--- src/rtl/data_port_master.sv ---
`default_nettype none
// ============================================================================
// Module   : data_port_master
// Purpose  : Bridges a valid/ready command stream to a req/gnt/rvalid data port.
//            Responses return on a credit-reserved valid/ready stream.
//            Optional watchdog/abort: define DATA_MASTER_TIMEOUT_EN.
// Revision : 1.0 - initial release
// ============================================================================
module data_port_master #(
  parameter int AW      = 32,
  parameter int DW      = 32,
  parameter int MAX_OUT = 2,
  parameter int TIMEOUT = 256
) (
  input  logic            clk_i,
  input  logic            rst_ni,
  input  logic            cmd_valid_i,
  output logic            cmd_ready_o,
  input  logic            cmd_we_i,
  input  logic [AW-1:0]   cmd_addr_i,
  input  logic [DW-1:0]   cmd_wdata_i,
  input  logic [DW/8-1:0] cmd_be_i,
  output logic            data_req_o,
  input  logic            data_gnt_i,
  output logic            data_we_o,
  output logic [AW-1:0]   data_addr_o,
  output logic [DW-1:0]   data_wdata_o,
  output logic [DW/8-1:0] data_be_o,
  input  logic            data_rvalid_i,
  input  logic [DW-1:0]   data_rdata_i,
  output logic            rsp_valid_o,
  input  logic            rsp_ready_i,
  output logic            rsp_we_o,
  output logic [DW-1:0]   rsp_rdata_o,
  output logic            rsp_err_o,
  output logic            proto_err_o,
  output logic            busy_o
);

  localparam int            c_cw       = $clog2(MAX_OUT + 1);
  localparam int            c_pw       = (MAX_OUT > 1) ? $clog2(MAX_OUT) : 1;
  localparam logic [c_cw:0] c_max_out  = (c_cw + 1)'(MAX_OUT);
  localparam logic [c_pw-1:0] c_last_ptr = c_pw'(MAX_OUT - 1);

  if (MAX_OUT < 1 || TIMEOUT < 1) begin : g_bad_param
    $error("data_port_master: MAX_OUT and TIMEOUT must be >= 1");
  end

  function automatic logic [c_pw-1:0] ptr_inc(input logic [c_pw-1:0] p);
    return (p == c_last_ptr) ? '0 : p + 1'b1;
  endfunction

  logic              r_cmd_en;
  logic              r_req_full;
  logic              r_req_we;
  logic [AW-1:0]     r_req_addr;
  logic [DW-1:0]     r_req_wdata;
  logic [DW/8-1:0]   r_req_be;
  logic [c_cw-1:0]   r_outstanding;
  logic [c_cw-1:0]   r_fifo_cnt;
  logic [c_pw-1:0]   r_tag_wr, r_tag_rd, r_fifo_wr, r_fifo_rd;
  logic              r_tag_q      [MAX_OUT];
  logic              r_fifo_we    [MAX_OUT];
  logic [DW-1:0]     r_fifo_rdata [MAX_OUT];
  logic              r_proto_err;

  logic              w_run, w_abort, w_credit, w_issue, w_accept, w_pop;
  logic              w_retire_ok, w_retire, w_proto;
  logic [DW-1:0]     w_push_rdata;

`ifdef DATA_MASTER_TIMEOUT_EN
  typedef enum logic [0:0] {ST_RUN = 1'b0, ST_HUNG = 1'b1} state_t;
  localparam int     c_ww = $clog2(TIMEOUT + 1);
  state_t            r_state, w_state_nxt;
  logic [c_ww-1:0]   r_wd_cnt;
  logic              r_fifo_err [MAX_OUT];
  logic              w_wd_expire;

  assign w_run       = (r_state == ST_RUN);
  // Once hung, every outstanding transaction is retired as a synthesized error.
  assign w_abort     = !w_run && (r_outstanding != '0);
  assign w_wd_expire = w_run && (r_outstanding != '0) && !data_rvalid_i &&
                       (r_wd_cnt == c_ww'(TIMEOUT - 1));
  assign rsp_err_o   = rsp_valid_o & r_fifo_err[r_fifo_rd];

  always_ff @(posedge clk_i or negedge rst_ni) begin
    if (!rst_ni) begin
      r_state  <= ST_RUN;
      r_wd_cnt <= '0;
    end else begin
      r_state <= w_state_nxt;
      if (data_rvalid_i || (r_outstanding == '0) || !w_run) r_wd_cnt <= '0;
      else                                                   r_wd_cnt <= r_wd_cnt + 1'b1;
    end
  end

  always_comb begin
    w_state_nxt = r_state;
    if (r_state == ST_RUN && w_wd_expire) w_state_nxt = ST_HUNG;
  end

  always_ff @(posedge clk_i) begin
    if (w_retire) r_fifo_err[r_fifo_wr] <= w_abort;
  end
`else
  assign w_run     = 1'b1;
  assign w_abort   = 1'b0;
  assign rsp_err_o = 1'b0;
`endif

  // Outstanding plus queued responses never exceeds MAX_OUT, so every grant has a FIFO slot.
  assign w_credit    = ({1'b0, r_outstanding} + {1'b0, r_fifo_cnt}) < c_max_out;
  assign data_req_o  = r_req_full & w_credit & w_run;
  assign w_issue     = data_req_o & data_gnt_i;
  assign cmd_ready_o = r_cmd_en & w_run & (!r_req_full | w_issue);
  assign w_accept    = cmd_valid_i & cmd_ready_o;
  assign w_pop       = rsp_valid_o & rsp_ready_i;
  assign w_retire_ok = data_rvalid_i & (r_outstanding != '0) & w_run;
  assign w_retire    = w_retire_ok | w_abort;
  assign w_proto     = data_rvalid_i & !w_retire_ok;
  assign w_push_rdata = (w_retire_ok && !r_tag_q[r_tag_rd]) ? data_rdata_i : '0;

  assign data_we_o    = r_req_we;
  assign data_addr_o  = r_req_addr;
  assign data_wdata_o = r_req_wdata;
  assign data_be_o    = r_req_be;
  assign rsp_valid_o  = (r_fifo_cnt != '0);
  assign rsp_we_o     = rsp_valid_o & r_fifo_we[r_fifo_rd];
  assign rsp_rdata_o  = rsp_valid_o ? r_fifo_rdata[r_fifo_rd] : '0;
  assign proto_err_o  = r_proto_err;
  assign busy_o       = r_req_full | (r_outstanding != '0) | rsp_valid_o;

  always_ff @(posedge clk_i or negedge rst_ni) begin
    if (!rst_ni) begin
      r_cmd_en      <= 1'b0;
      r_req_full    <= 1'b0;
      r_req_we      <= 1'b0;
      r_req_addr    <= '0;
      r_req_wdata   <= '0;
      r_req_be      <= '0;
      r_outstanding <= '0;
      r_fifo_cnt    <= '0;
      r_tag_wr      <= '0;
      r_tag_rd      <= '0;
      r_fifo_wr     <= '0;
      r_fifo_rd     <= '0;
      r_proto_err   <= 1'b0;
    end else begin
      // Command intake stays closed during and just after reset so outputs read 0.
      r_cmd_en <= 1'b1;
      if (w_accept) begin
        r_req_full  <= 1'b1;
        r_req_we    <= cmd_we_i;
        r_req_addr  <= cmd_addr_i;
        r_req_wdata <= cmd_wdata_i;
        r_req_be    <= cmd_be_i;
      end else if (w_issue) begin
        r_req_full <= 1'b0;
      end
      case ({w_issue, w_retire})
        2'b10:   r_outstanding <= r_outstanding + 1'b1;
        2'b01:   r_outstanding <= r_outstanding - 1'b1;
        default: ;
      endcase
      case ({w_retire, w_pop})
        2'b10:   r_fifo_cnt <= r_fifo_cnt + 1'b1;
        2'b01:   r_fifo_cnt <= r_fifo_cnt - 1'b1;
        default: ;
      endcase
      if (w_issue)  r_tag_wr  <= ptr_inc(r_tag_wr);
      if (w_retire) r_tag_rd  <= ptr_inc(r_tag_rd);
      if (w_retire) r_fifo_wr <= ptr_inc(r_fifo_wr);
      if (w_pop)    r_fifo_rd <= ptr_inc(r_fifo_rd);
      if (w_proto)  r_proto_err <= 1'b1;
    end
  end

  always_ff @(posedge clk_i) begin
    if (w_issue) r_tag_q[r_tag_wr] <= r_req_we;
    if (w_retire) begin
      r_fifo_we[r_fifo_wr]    <= r_tag_q[r_tag_rd];
      r_fifo_rdata[r_fifo_wr] <= w_push_rdata;
    end
  end

endmodule
`default_nettype wire
--- config.mk ---
export PLATFORM = sky130hd
export DESIGN_NAME = data_port_master
export DESIGN_NICKNAME = d
export VERILOG_FILES = /design/src/rtl/data_port_master.sv
export SDC_FILE = /design/constraint.sdc
export NUM_CORES = 1
export LEC_CHECK = 0
export BUFFER_PORTS_ARGS = -buffer_cell sky130_fd_sc_hd__clkbuf_2
export CORE_ASPECT_RATIO = 0.5
export CORE_MARGIN = 5
export CORE_UTILIZATION = 50
export DETAILED_ROUTE_END_ITERATION = 8
export GPL_ROUTABILITY_DRIVEN = 0
export PLACE_DENSITY = 0.79
export SYNTH_ARGS = -nofsm -noshare
export SYNTH_HDL_FRONTEND = slang
export SYNTH_SLANG_ARGS = --single-unit
--- constraint.sdc ---
create_clock -name clk_i -period 4.45 [get_ports clk_i]
set_input_delay 0.89 -clock clk_i [delete_from_list [all_inputs] [get_ports clk_i]]
set_output_delay 0.89 -clock clk_i [all_outputs]
set_load 0.01 [all_outputs]
; After elaboration in Yosys (flattened, before gate mapping)
; Memories as Yosys holds them, arrays and structs flattened.
; Cells that the tools add are included.
[word_totals]
romBits = 0
latch_bits = 0
ram_bits = 68
regBits = 80
mem_count = 3
elab_cells = 64
[memory_table]
columns = name, words, width, read_ports, rd_ports_with_merged_regs, write_ports, line
row1 = r_fifo_rdata, 2, 32, 1, 0, 1, 64  ; logic [DW-1:0] r_fifo_rdata [MAX_OUT];
row2 = r_fifo_we, 2, 1, 1, 0, 1, 63  ; logic r_fifo_we [MAX_OUT];
row3 = r_tag_q, 2, 1, 1, 0, 1, 62  ; logic r_tag_q [MAX_OUT];
[classes]
n_bitwise = 11
n_reduce_logical = 9
shift = 0
magnitude_cmp = 1
n_div = 0
mul = 0
addsub = 9
n_eq_ne = 4
muxes = 14
[op_table]
columns = cell, count
row1 = $mux W32, 2
row2 = $mux W1, 10
row3 = $reduce_bool A2 Y1, 5
row4 = $and A1 B1 Y1, 8
row5 = $pmux W2 S2, 2
row6 = $add A1 B1 Y1 const B, 4
row7 = $add A2 B1 Y2 const B, 2
row8 = $eq A2 B1 Y1 const B, 2
row9 = $eq A2 B2 Y1 const B, 2
row10 = $sub A2 B1 Y2 const B, 2
row11 = $add A2 B2 Y3, 1
row12 = $logic_not A1 Y1, 3
row13 = $lt A3 B2 Y1 const B, 1
row14 = $or A1 B1 Y1, 3
row15 = $logic_and A1 B1 Y1, 1

; Depth between registers and ports, before layout
; Gate-level depths: netlist (run 1).
[depth]
word_depth = 8
mapped_depth = 8
ltp_nobuf = 8

; Least setup slack after synthesis (run 1)
; OpenSTA, ideal clock, no wires.
[synth_timing]
kind = input-to-reg
from = input port data_rvalid_i
to = memory r_fifo_rdata[0][0], enable pin
setup_ns = 0.423
slack_ns = 1.548
path_stages = 2
t_arrival_ns = 2.478
n_path_buf = 0
path_cell_list = o21ai_1 > nor2_1
[synth_via]
elab_chain_len = 3
[synth_lines]
columns = element, line
row1 = "start, declared", 29  ; input logic data_rvalid_i,
row2 = $and A1 B1 Y1, 118  ; assign w_retire_ok = data_rvalid_i & (r_outstanding != '0) & w_run;
row3 = $mux W1, 180  ; if (w_retire) begin
row4 = $mux W1 (not written as such), 182  ; r_fifo_rdata[r_fifo_wr] <= w_push_rdata;
row5 = "end, declared", 64
; Every way passes these cells.

; Worst setup path in the final report (run 1)
[layout_timing]
from = register r_fifo_cnt[0]
to = output port cmd_ready_o
[layout_via]
elab_chain_len = 6
[layout_lines]
columns = element, line
row1 = "start, declared", 60  ; logic [c_cw-1:0] r_fifo_cnt;
row2 = "start signal, assigned", 166  ; 2'b10: r_fifo_cnt <= r_fifo_cnt + 1'b1;
row3 = "start signal, assigned", 167  ; 2'b01: r_fifo_cnt <= r_fifo_cnt - 1'b1;
row4 = $add A2 B2 Y3, 112  ; assign w_credit = ({1'b0, r_outstanding} + {1'b0, r_fifo_cnt}) < c_max_out;
row5 = $lt A3 B2 Y1, 112
row6 = $and A1 B1 Y1, 113  ; assign data_req_o = r_req_full & w_credit & w_run;
row7 = $and A1 B1 Y1, 114  ; assign w_issue = data_req_o & data_gnt_i;
row8 = $or A1 B1 Y1, 115  ; assign cmd_ready_o = r_cmd_en & w_run & (!r_req_full | w_issue);
row9 = $and A1 B1 Y1, 115
row10 = "end, declared", 18  ; output logic cmd_ready_o,
; Every way passes these cells.

==> results of run 1 <==
## cells by family (layout without fill, tap and decap cells)
logic type	after synthesis	in the layout
DFF	148	148
xor gates and xnor gates	10	10
adders and majority gates	3	3
muxes	103	103
buffers and inverters	20	251
AOI/OAI and AO/OA	3	3
other	2	2
and+or+nand+nor	85	85
## metrics by stage
stage	hold slack, ps	total power [W]	util	instances	cell area (sq um)
after floorplan	455.0	0.003521	-	374	5878
after global placement	441.5	0.004282	0.6076	738	7088
after detailed placement	449.3	0.004350	0.6076	738	7088
final	469.9	0.005708	0.6581	770	7677
after CTS	469.8	0.005792	0.6581	770	7677
after global routing	506.8	0.006063	0.6581	770	7677
## layer usage
layer  part of all wire  GRT usage
met5            0.00058          0
met4              0.011    0.05784
met3              0.058    0.05273
met2               0.52     0.2996
met1               0.41     0.2039
## power breakdown
| group | switching [W] | leakage, nW | internal, W |
|---|---|---|---|
| combinational | 0.00100 | 1.66 | 0.000942 |
| clock | 0.000543 | 0.291 | 0.000880 |
| sequential | 0.000326 | 1.60 | 0.00201 |
## area by class of cell
cell class / count / area (sq um) / share of cell area
clock buffer: 18 / 429.2 / 0.05590
clock inverter: 14 / 160.2 / 0.02086
inverter: 2 / 7.507 / 0.0009778
multi-input combinational: 206 / 1730 / 0.2254
sequential: 148 / 4045 / 0.5269
tap: 165 / 206.4 / 0.02689
timing repair buffer: 217 / 1099 / 0.1431
## cell usage in the layout (no fill, tap or decap), types with 4 or more instances in the layout
cell	Yosys	routed
mux2_1	10	10
edfxtp_1	68	68
clkbuf_2	0	212
nor2_1	40	37
xnor2_1	7	7
nand2_1	4	4
mux2i_1	33	33
buf_4	6	5
mux2_2	60	60
dfrtp_1	80	79
clkbuf_16	0	17
and2_1	36	36
## worst min path at each step
stage	startpoint	end
CTS	proto_err_o	proto_err_o
finish	proto_err_o	proto_err_o
global placement	proto_err_o	proto_err_o
detailed placement	proto_err_o	proto_err_o
floorplan	r_tag_rd	r_tag_rd
global route	data_wdata_o[28]	data_wdata_o[28]
## flip-flops by register name, summed over array words and instances, names as in the netlist
signal         count
r_fifo_rd          1
r_fifo_we          2
r_tag_wr           1
r_req_full         1
proto_err_o        1
r_outstanding      2
r_fifo_rdata      64
r_fifo_cnt         2
r_tag_q            2
r_tag_rd           1
r_cmd_en           1
data_addr_o       32
r_fifo_wr          1
data_we_o          1
data_wdata_o      32
data_be_o          4
## worst max-delay path, stage by stage (launching register included)
cell,delay [ps]
dfrtp_1,430
and2_1,190
fa_1,480
or3b_4,440
nand2_1,90
and2_1,130
clkbuf_2,130
==> summary.txt, run 1 <==
outcome: completed
Reg2Reg Depth: 6
clk slew on worst S/H paths: 60 ps
post-detail-place hpwl: 8.178 mm
Worst Skew: 10.13 ps
number of enable flip-flop cells after synthesis: 68
critical path arrival: 2290 ps
port bufs: 213
clock latency on the worst-skew pair: 400 ps
# resized after CTS: 0
max-cap violations: 0
critical path peak fanout: 4
drt first pass iters: 4
flip-flop and latch count after synthesis: 148
post-CTS setup buffer count: 0
global-route wire length before repair: 19.04 mm
clock buffer depth: 2
post-synthesis simple-gate area fraction: 0.07322
hold crit path type: register to register
Avg Vias per Cell: 4.729
Slew Limit Fails: 0
Worst Setup EP: cmd_ready_o
count of unique library cells instantiated by Yosys: 25
Syn Inst Count: 374
H-tree Lvls: 4
Hold Path Depth: 1
Critical Path RT: 3560 ps
DR DRC count: 0
Post-CTS Hold Fix Bufs: 0
Area growth, synth to finish: 30.61%
crit path from: r_fifo_cnt[0]
via count: 3641
Total Wirelength: 11.98 mm
asr flop ratio synth: 0.5405
Max-slew headroom: 0.2955
sequential area share after synthesis: 0.6880
Final nets: 702
antenna violations before repair: 1
Post-Syn Area per Cell: 15.72 sq um
number of fill cells: 906
adder-cell share of the synthesized area: 0.007663
post-synthesis xor/xnor area fraction: 0.01490
final period utilization: 0.7135
Post-Synthesis Cell Area: 0.005878 sq mm
final hold vios: 0
FF-to-FF End: data_addr_o[22]
crit end category: primary output
Setup CP Type: register to primary output
origin of the critical flop-to-flop path: r_fifo_cnt[0]
final setup TNS: 0 ps
die area: 0.01416 sq mm
multiplexer area fraction after synthesis: 0.1903
final worst setup slack: 1275 ps
Leak: 3.555 nW
Synth Area in Compound Gates: 0.004896
largest net degree at the start of global routing: 81
Yosys warning count: 0
f_max: 0.3149 GHz
Die Wd: 163.3 um
row count: 28
RSZ-0062 raised after global routing: no
share of post-route cells with drive strength above 1: 0.5140
Peak supply drop: 338.5 uV
Synth top cells by count: dfrtp_1, edfxtp_1, mux2_2
Synth area leaders: edfxtp_1, dfrtp_1, mux2_2, mux2i_1, and2_1
r2r setup slk: 1790 ps
Worst Tran Pin Value: 1056 ps
TritonCTS Buffers: 17
Post-synth top flop: dfrtp_1
Initial Util: 0.5039
Sink Count: 148
global route overflow: 0
largest family of logic cells by synthesized area: multiplexers
share of the synthesized area in the top cell type: 0.3474
vias in the first global route: 3894
Core Footprint: 0.01167 sq mm
initial DRC count: 147
Final min period: 3175 ps
n_diodes: 0
Power Density: 743.5 mW/mm^2
most frequent cell after synthesis: dfrtp_1
total track usage: 0.1709
Ports: 215
Die Y: 86.67 um
final setup violation count: 0
post-DR wirelength/cell: 15.56 um
syn nets: 484
CTS tree: yes
startpoint type of the worst setup path: register
pre-CTS WS: 1682 ps
clk root buf: clkbuf_16
remaining antenna violation count: 0
leading area contributor after synthesis: edfxtp_1
Power figures use the tool's default switching activity.
==> inputs of run 2 (changes only) <==
Settings changed: ABC_AREA from default to 1, CORE_UTILIZATION 50 to 45, PLACE_DENSITY 0.79 to 0.74.
Clock period 4.45 ns to 2.9 ns, I/O delays scaled along.
==> run 2 against run 1 <==
  * Power rose by 58%
  * Largest cell class unchanged
  * Count of clock-buffer cells in the layout unchanged
  * Global-route usage up 1.8 points
  * Sequential cell count unchanged
  * Die area is 15% higher
  * Sequential share of layout area down 2.0 points
  * Register-to-register slack worse by 1300 ps
  * Cell count rose by 30%
  * Clock skew increased by 3.9 ps
  * Core utilization is 6.6 points lower
  * Setup slack lost 1100 ps
  * Clock power is 51% higher
==> summary.txt, run 2 <==
Initial Util: 0.4572
clk slew on worst S/H paths: 60 ps
max reg flops: 64
global route overflow: 0
clk root buf: clkbuf_16
# resized after CTS: 0
Total Wirelength: 15.50 mm
H-tree Lvls: 4
via count: 4982
largest net degree at the start of global routing: 72
initial DRC count: 239
share of the synthesized area in the top cell type: 0.3314
n_diodes: 0
Post-Syn Area per Cell: 10.02 sq um
Ports: 215
Power Density: 1127 mW/mm^2
commonest non-fill, non-tap cell in the layout: clkbuf_2
largest family of logic cells by synthesized area: simple AND/OR/NAND/NOR gates
flip-flop and latch count after synthesis: 148
Worst Skew: 13.99 ps
post-detail-place hpwl: 10.15 mm
drt first pass iters: 4
vias in the first global route: 4955
Setup CP Type: register to primary output
critical path arrival: 2120 ps
RSZ-0062 raised after global routing: no
number of enable flip-flop cells after synthesis: 68
Die Wd: 175.5 um
Yosys warning count: 0
post-CTS setup buffer count: 0
Reg with most FFs: r_fifo_rdata
most frequent cell after synthesis: nand2_1
sequential area share after synthesis: 0.6564
Power Total: 0.008993 W
clock latency on the worst-skew pair: 410 ps
antenna violations before repair: 0
leading area contributor after synthesis: edfxtp_1
remaining antenna violation count: 0
critical path peak fanout: 6
Avg Vias per Cell: 4.962
global-route wire length before repair: 24.78 mm
most frequent cells in the layout: clkbuf_2, nand2_1, dfrtp_1
Die Y: 92.74 um
final core utilization: 0.5920
port bufs: 213
fin cells: 1004
asr flop ratio synth: 0.5405
Area growth, synth to finish: 29.49%
Synth top cells by count: nand2_1, dfrtp_1, nand4_1
outcome: completed
placed cell count: 972
post-DR wirelength/cell: 15.44 um
final period utilization: 0.9315
Peak supply drop: 442.2 uV
row count: 30
die area: 0.01627 sq mm
max-cap violations: 0
Final min period: 2701 ps
TritonCTS Buffers: 17
final hold vios: 0
Core Footprint: 0.01348 sq mm
Post-Synthesis Cell Area: 0.006161 sq mm
post-synthesis xor/xnor area fraction: 0.009951
f_max: 0.3702 GHz
Post-CTS Hold Fix Bufs: 0
final setup violation count: 0
Final nets: 925
count of unique library cells instantiated by Yosys: 25
Leak: 4.054 nW
CTS tree: yes
WHS: 149.5 ps
total track usage: 0.1888
Synth area leaders: edfxtp_1, dfrtp_1, nand2_1, nand4_1, a21oi_1
crit end category: primary output
Critical Path RT: 2320 ps
Slew Limit Fails: 0
post-synthesis simple-gate area fraction: 0.2297
share of post-route cells with drive strength above 1: 0.3176
Syn Inst Count: 615
clock buffer depth: 2
hold crit path type: input pin to asynchronous set/reset pin
Max-slew headroom: 0.5675
Sink Count: 148
Synth Area in Compound Gates: 0.03392
Post-synth top flop: dfrtp_1
final setup TNS: 0 ps
multiplexer area fraction after synthesis: 0
syn nets: 725
Worst Tran Pin Value: 648.8 ps
startpoint type of the worst setup path: register
DR DRC count: 0
adder-cell share of the synthesized area: 0.007311
==> run 2: per-stage QoR <==
step	cell area (sq um)	setup slack, ps
6_report	7978	198.7
5_1_grt	7978	69.51
4_1_cts	7978	175.5
3_5_place_dp	7398	549.9
3_3_place_gp	7398	624.1
2_1_floorplan	6161	372.9
==> run 2: where the power goes <==
| group | total [W] | leakage, nW | switching [W] | internal, W |
|---|---|---|---|---|
| registers | 0.00349 | 1.62 | 0.000408 | 0.00308 |
| logic | 0.00335 | 2.16 | 0.00216 | 0.00120 |
| clock network | 0.00215 | 0.276 | 0.000875 | 0.00128 |
| total | 0.00899 | 4.05 | 0.00344 | 0.00555 |
==> run 2: final cells by class <==
type	instances	area, sq um
clock buffers	18	429.2
clock inverters	14	150.1
fillers	1196	5498
inverters	44	165.2
multi-input cells	378	1764
flip-flops and latches	148	4045
well taps	176	220.2
repair buffers	226	1204
==> run 2: cell families (layout without fill, tap and decap cells) <==
logic type	Yosys count	in the layout
xor+xnor	7	7
compound gates	40	40
simple gates	326	326
other cells	2	2
flops	148	148
fa+ha+maj	3	3
buf+inv	89	302
==> run 2: metal layers <==
layer	vias up	wire length [um]	global-route usage	part of all wire
met5	-	0	0	0
met4	0	212	0.04994	0.014
met3	14	805	0.04445	0.052
met2	136	8025	0.3296	0.52
met1	2403	6461	0.2394	0.42
li1	2429	-	-	-
==> run 2: final timing paths <==
path                                     to  slack (ps)        startpoint  depth (start not counted)
max                             cmd_ready_o         200  r_outstanding[0]                          8
min                         data_addr_o[12]         150            rst_ni                          1
max reg2reg                data_wdata_o[28]         540  r_outstanding[0]                         11
min reg2reg                     proto_err_o         450       proto_err_o                          1
max in group asynchronous    data_addr_o[7]        2140            rst_ni                          2
min in group clk_i          data_wdata_o[3]         410    cmd_wdata_i[3]                          3
==> run 2: worst max-delay path: stages (launching register included) <==
cell      delay (ps)
dfrtp_1          450
nand2_1           90
inv_1             50
fa_1             430
inv_1             60
nand2_1           90
o21bai_4         170
and2_1           220
clkbuf_2         170
==> inputs of run 3 (changes only) <==
Settings changed: CORE_UTILIZATION 45 to 41, PLACE_DENSITY 0.74 to 0.66.
Clock period 2.9 ns to 2.7 ns, I/O delays scaled along.
==> run 3 against run 2 <==
  * Highest routed layer unchanged
  * Count of clock-buffer cells in the layout grew 3
  * Largest cell class unchanged
  * Largest power group unchanged
  * Register-to-register slack lost 120 ps
  * Non-clock buffer count grew 2
==> summary.txt, run 3 (synthesis results as in run 2) <==
outcome: completed
final setup violation count: 0
post-detail-place hpwl: 10.38 mm
Critical Path RT: 2160 ps
Ports: 215
Power Total: 0.009561 W
Reg2Reg Depth: 11
via count: 4921
placed cell count: 996
Comb pwr share: 0.375
Final min period: 2563 ps
antenna violations before repair: 0
clk slew on worst S/H paths: 60 ps
critical path peak fanout: 6
clk root buf: clkbuf_16
row count: 31
hold crit path type: input pin to asynchronous set/reset pin
max-cap violations: 0
Peak supply drop: 548.3 uV
routed length on met1: 6.506 mm
DP Area: 0.007416 sq mm
H-tree Lvls: 4
Reg power frac: 0.392
Die Y: 96.68 um
critical path arrival: 2020 ps
total track usage: 0.1745
final worst setup slack: 136.8 ps
final setup TNS: 0 ps
Worst Skew: 13.98 ps
Crit path max-delay family: flip-flops
f_max: 0.3901 GHz
Max-slew headroom: 0.4308
Clock power frac: 0.233
Sw Pwr: 0.003650 W
share of post-route cells with drive strength above 1: 0.3205
post-DR wirelength/cell: 15.08 um
TritonCTS Buffers: 17
global-route wire length before repair: 25.21 mm
# resized after CTS: 0
met2 WL: 7.985 mm
Avg Vias per Cell: 4.787
Area growth, synth to finish: 29.49%
Worst Tran Pin Value: 853.8 ps
Die Wd: 183.4 um
Sink Count: 148
Post-CTS Hold Fix Bufs: 0
Reg with most FFs: r_fifo_rdata
die area: 0.01773 sq mm
pre-CTS WS: 415.5 ps
commonest non-fill, non-tap cell in the layout: clkbuf_2
largest net degree at the start of global routing: 68
Initial Util: 0.4224
most frequent cells in the layout: clkbuf_2, nand2_1, dfrtp_1
Slew Limit Fails: 0
n_diodes: 0
Core Footprint: 0.01458 sq mm
clock latency on the worst-skew pair: 410 ps
Setup CP Type: register to primary output
CP cell instances: nand2_1, inv_1, fa_1, inv_1, nand2_1, o21bai_4, and2_1, clkbuf_2
max reg flops: 64
Critical path buffers and inverters: 3
Leak: 4.047 nW
final hold vios: 0
Sw Ratio: 0.3817
vias in the first global route: 5024
DR DRC count: 0
drt first pass iters: 6
port bufs: 213
remaining antenna violation count: 0
Final nets: 927
startpoint type of the worst setup path: register
Cell Int Power: 0.005911 W
crit end category: primary output
global route overflow: 0
initial DRC count: 216
fin cells: 1028
clock buffer depth: 2
final period utilization: 0.9493
Power Density: 1198 mW/mm^2
fin area: 0.007978 sq mm
Total Wirelength: 15.50 mm
worst stage delay on the critical path: 450 ps
Worst path depth: 8
CTS tree: yes
RSZ-0062 raised after global routing: no
post-CTS setup buffer count: 0
met3 wire len: 824 um
CP max stage cell: dfrtp_1
Max Used Layer: met4
## run 3: power groups by stage
stage	Combinational [W]	Sequential, W	Clock, W
after global placement	0.00360	0.00376	0
after detailed placement	0.00367	0.00378	0
after CTS	0.00368	0.00375	0.00228
after global routing	0.00402	0.00384	0.00237
final	0.00359	0.00375	0.00223
after floorplan	0.00192	0.00393	0
## run 3: final cells by class
type / count / area (sq um)
Multi-Input combinational cell: 378 / 1764
Sequential cell: 148 / 4045
Fill cell: 1352 / 6606
Clock inverter: 11 / 100.1
Clock buffer: 21 / 461.7
Inverter: 44 / 165.2
Timing Repair Buffer: 228 / 1194
Tap cell: 198 / 247.7
## run 3: final timing paths
check                                      start          endpoint  slack [ps]
worst max-delay path            r_outstanding[0]       cmd_ready_o         140
worst min-delay path                      rst_ni      data_be_o[3]         250
worst max register to register  r_outstanding[0]  r_outstanding[1]         420
worst min register to register    data_addr_o[3]    data_addr_o[3]         470
max in group asynchronous                 rst_ni  data_wdata_o[24]        1790
min in group clk_i                cmd_addr_i[12]   data_addr_o[12]         360
## run 3: layer usage
metal	vias to the layer above	global-route usage
met2	143	0.3019
met5	-	0
met4	0	0.05549
met3	20	0.03561
met1	2324	0.2205
li1	2434	-
## run 3: worst register-to-register path, stage by stage, from the launching register on
cell and delay [ps]:
dfrtp_1 450, nand2_1 90, inv_1 40, fa_1 420, inv_1 60, nand2_1 80
nor2_1 170, nand2_1 150, ha_1 350, a21oi_1 110, o21ai_0 110, xnor2_1 140
## run 3: through the flow
stage	hold WS, ps	utilization
after floorplan	244.4	-
after global placement	441.5	0.5085
after detailed placement	458.3	0.5085
after CTS	273.2	0.5470
after global routing	314.8	0.5470
final	246.5	0.5470
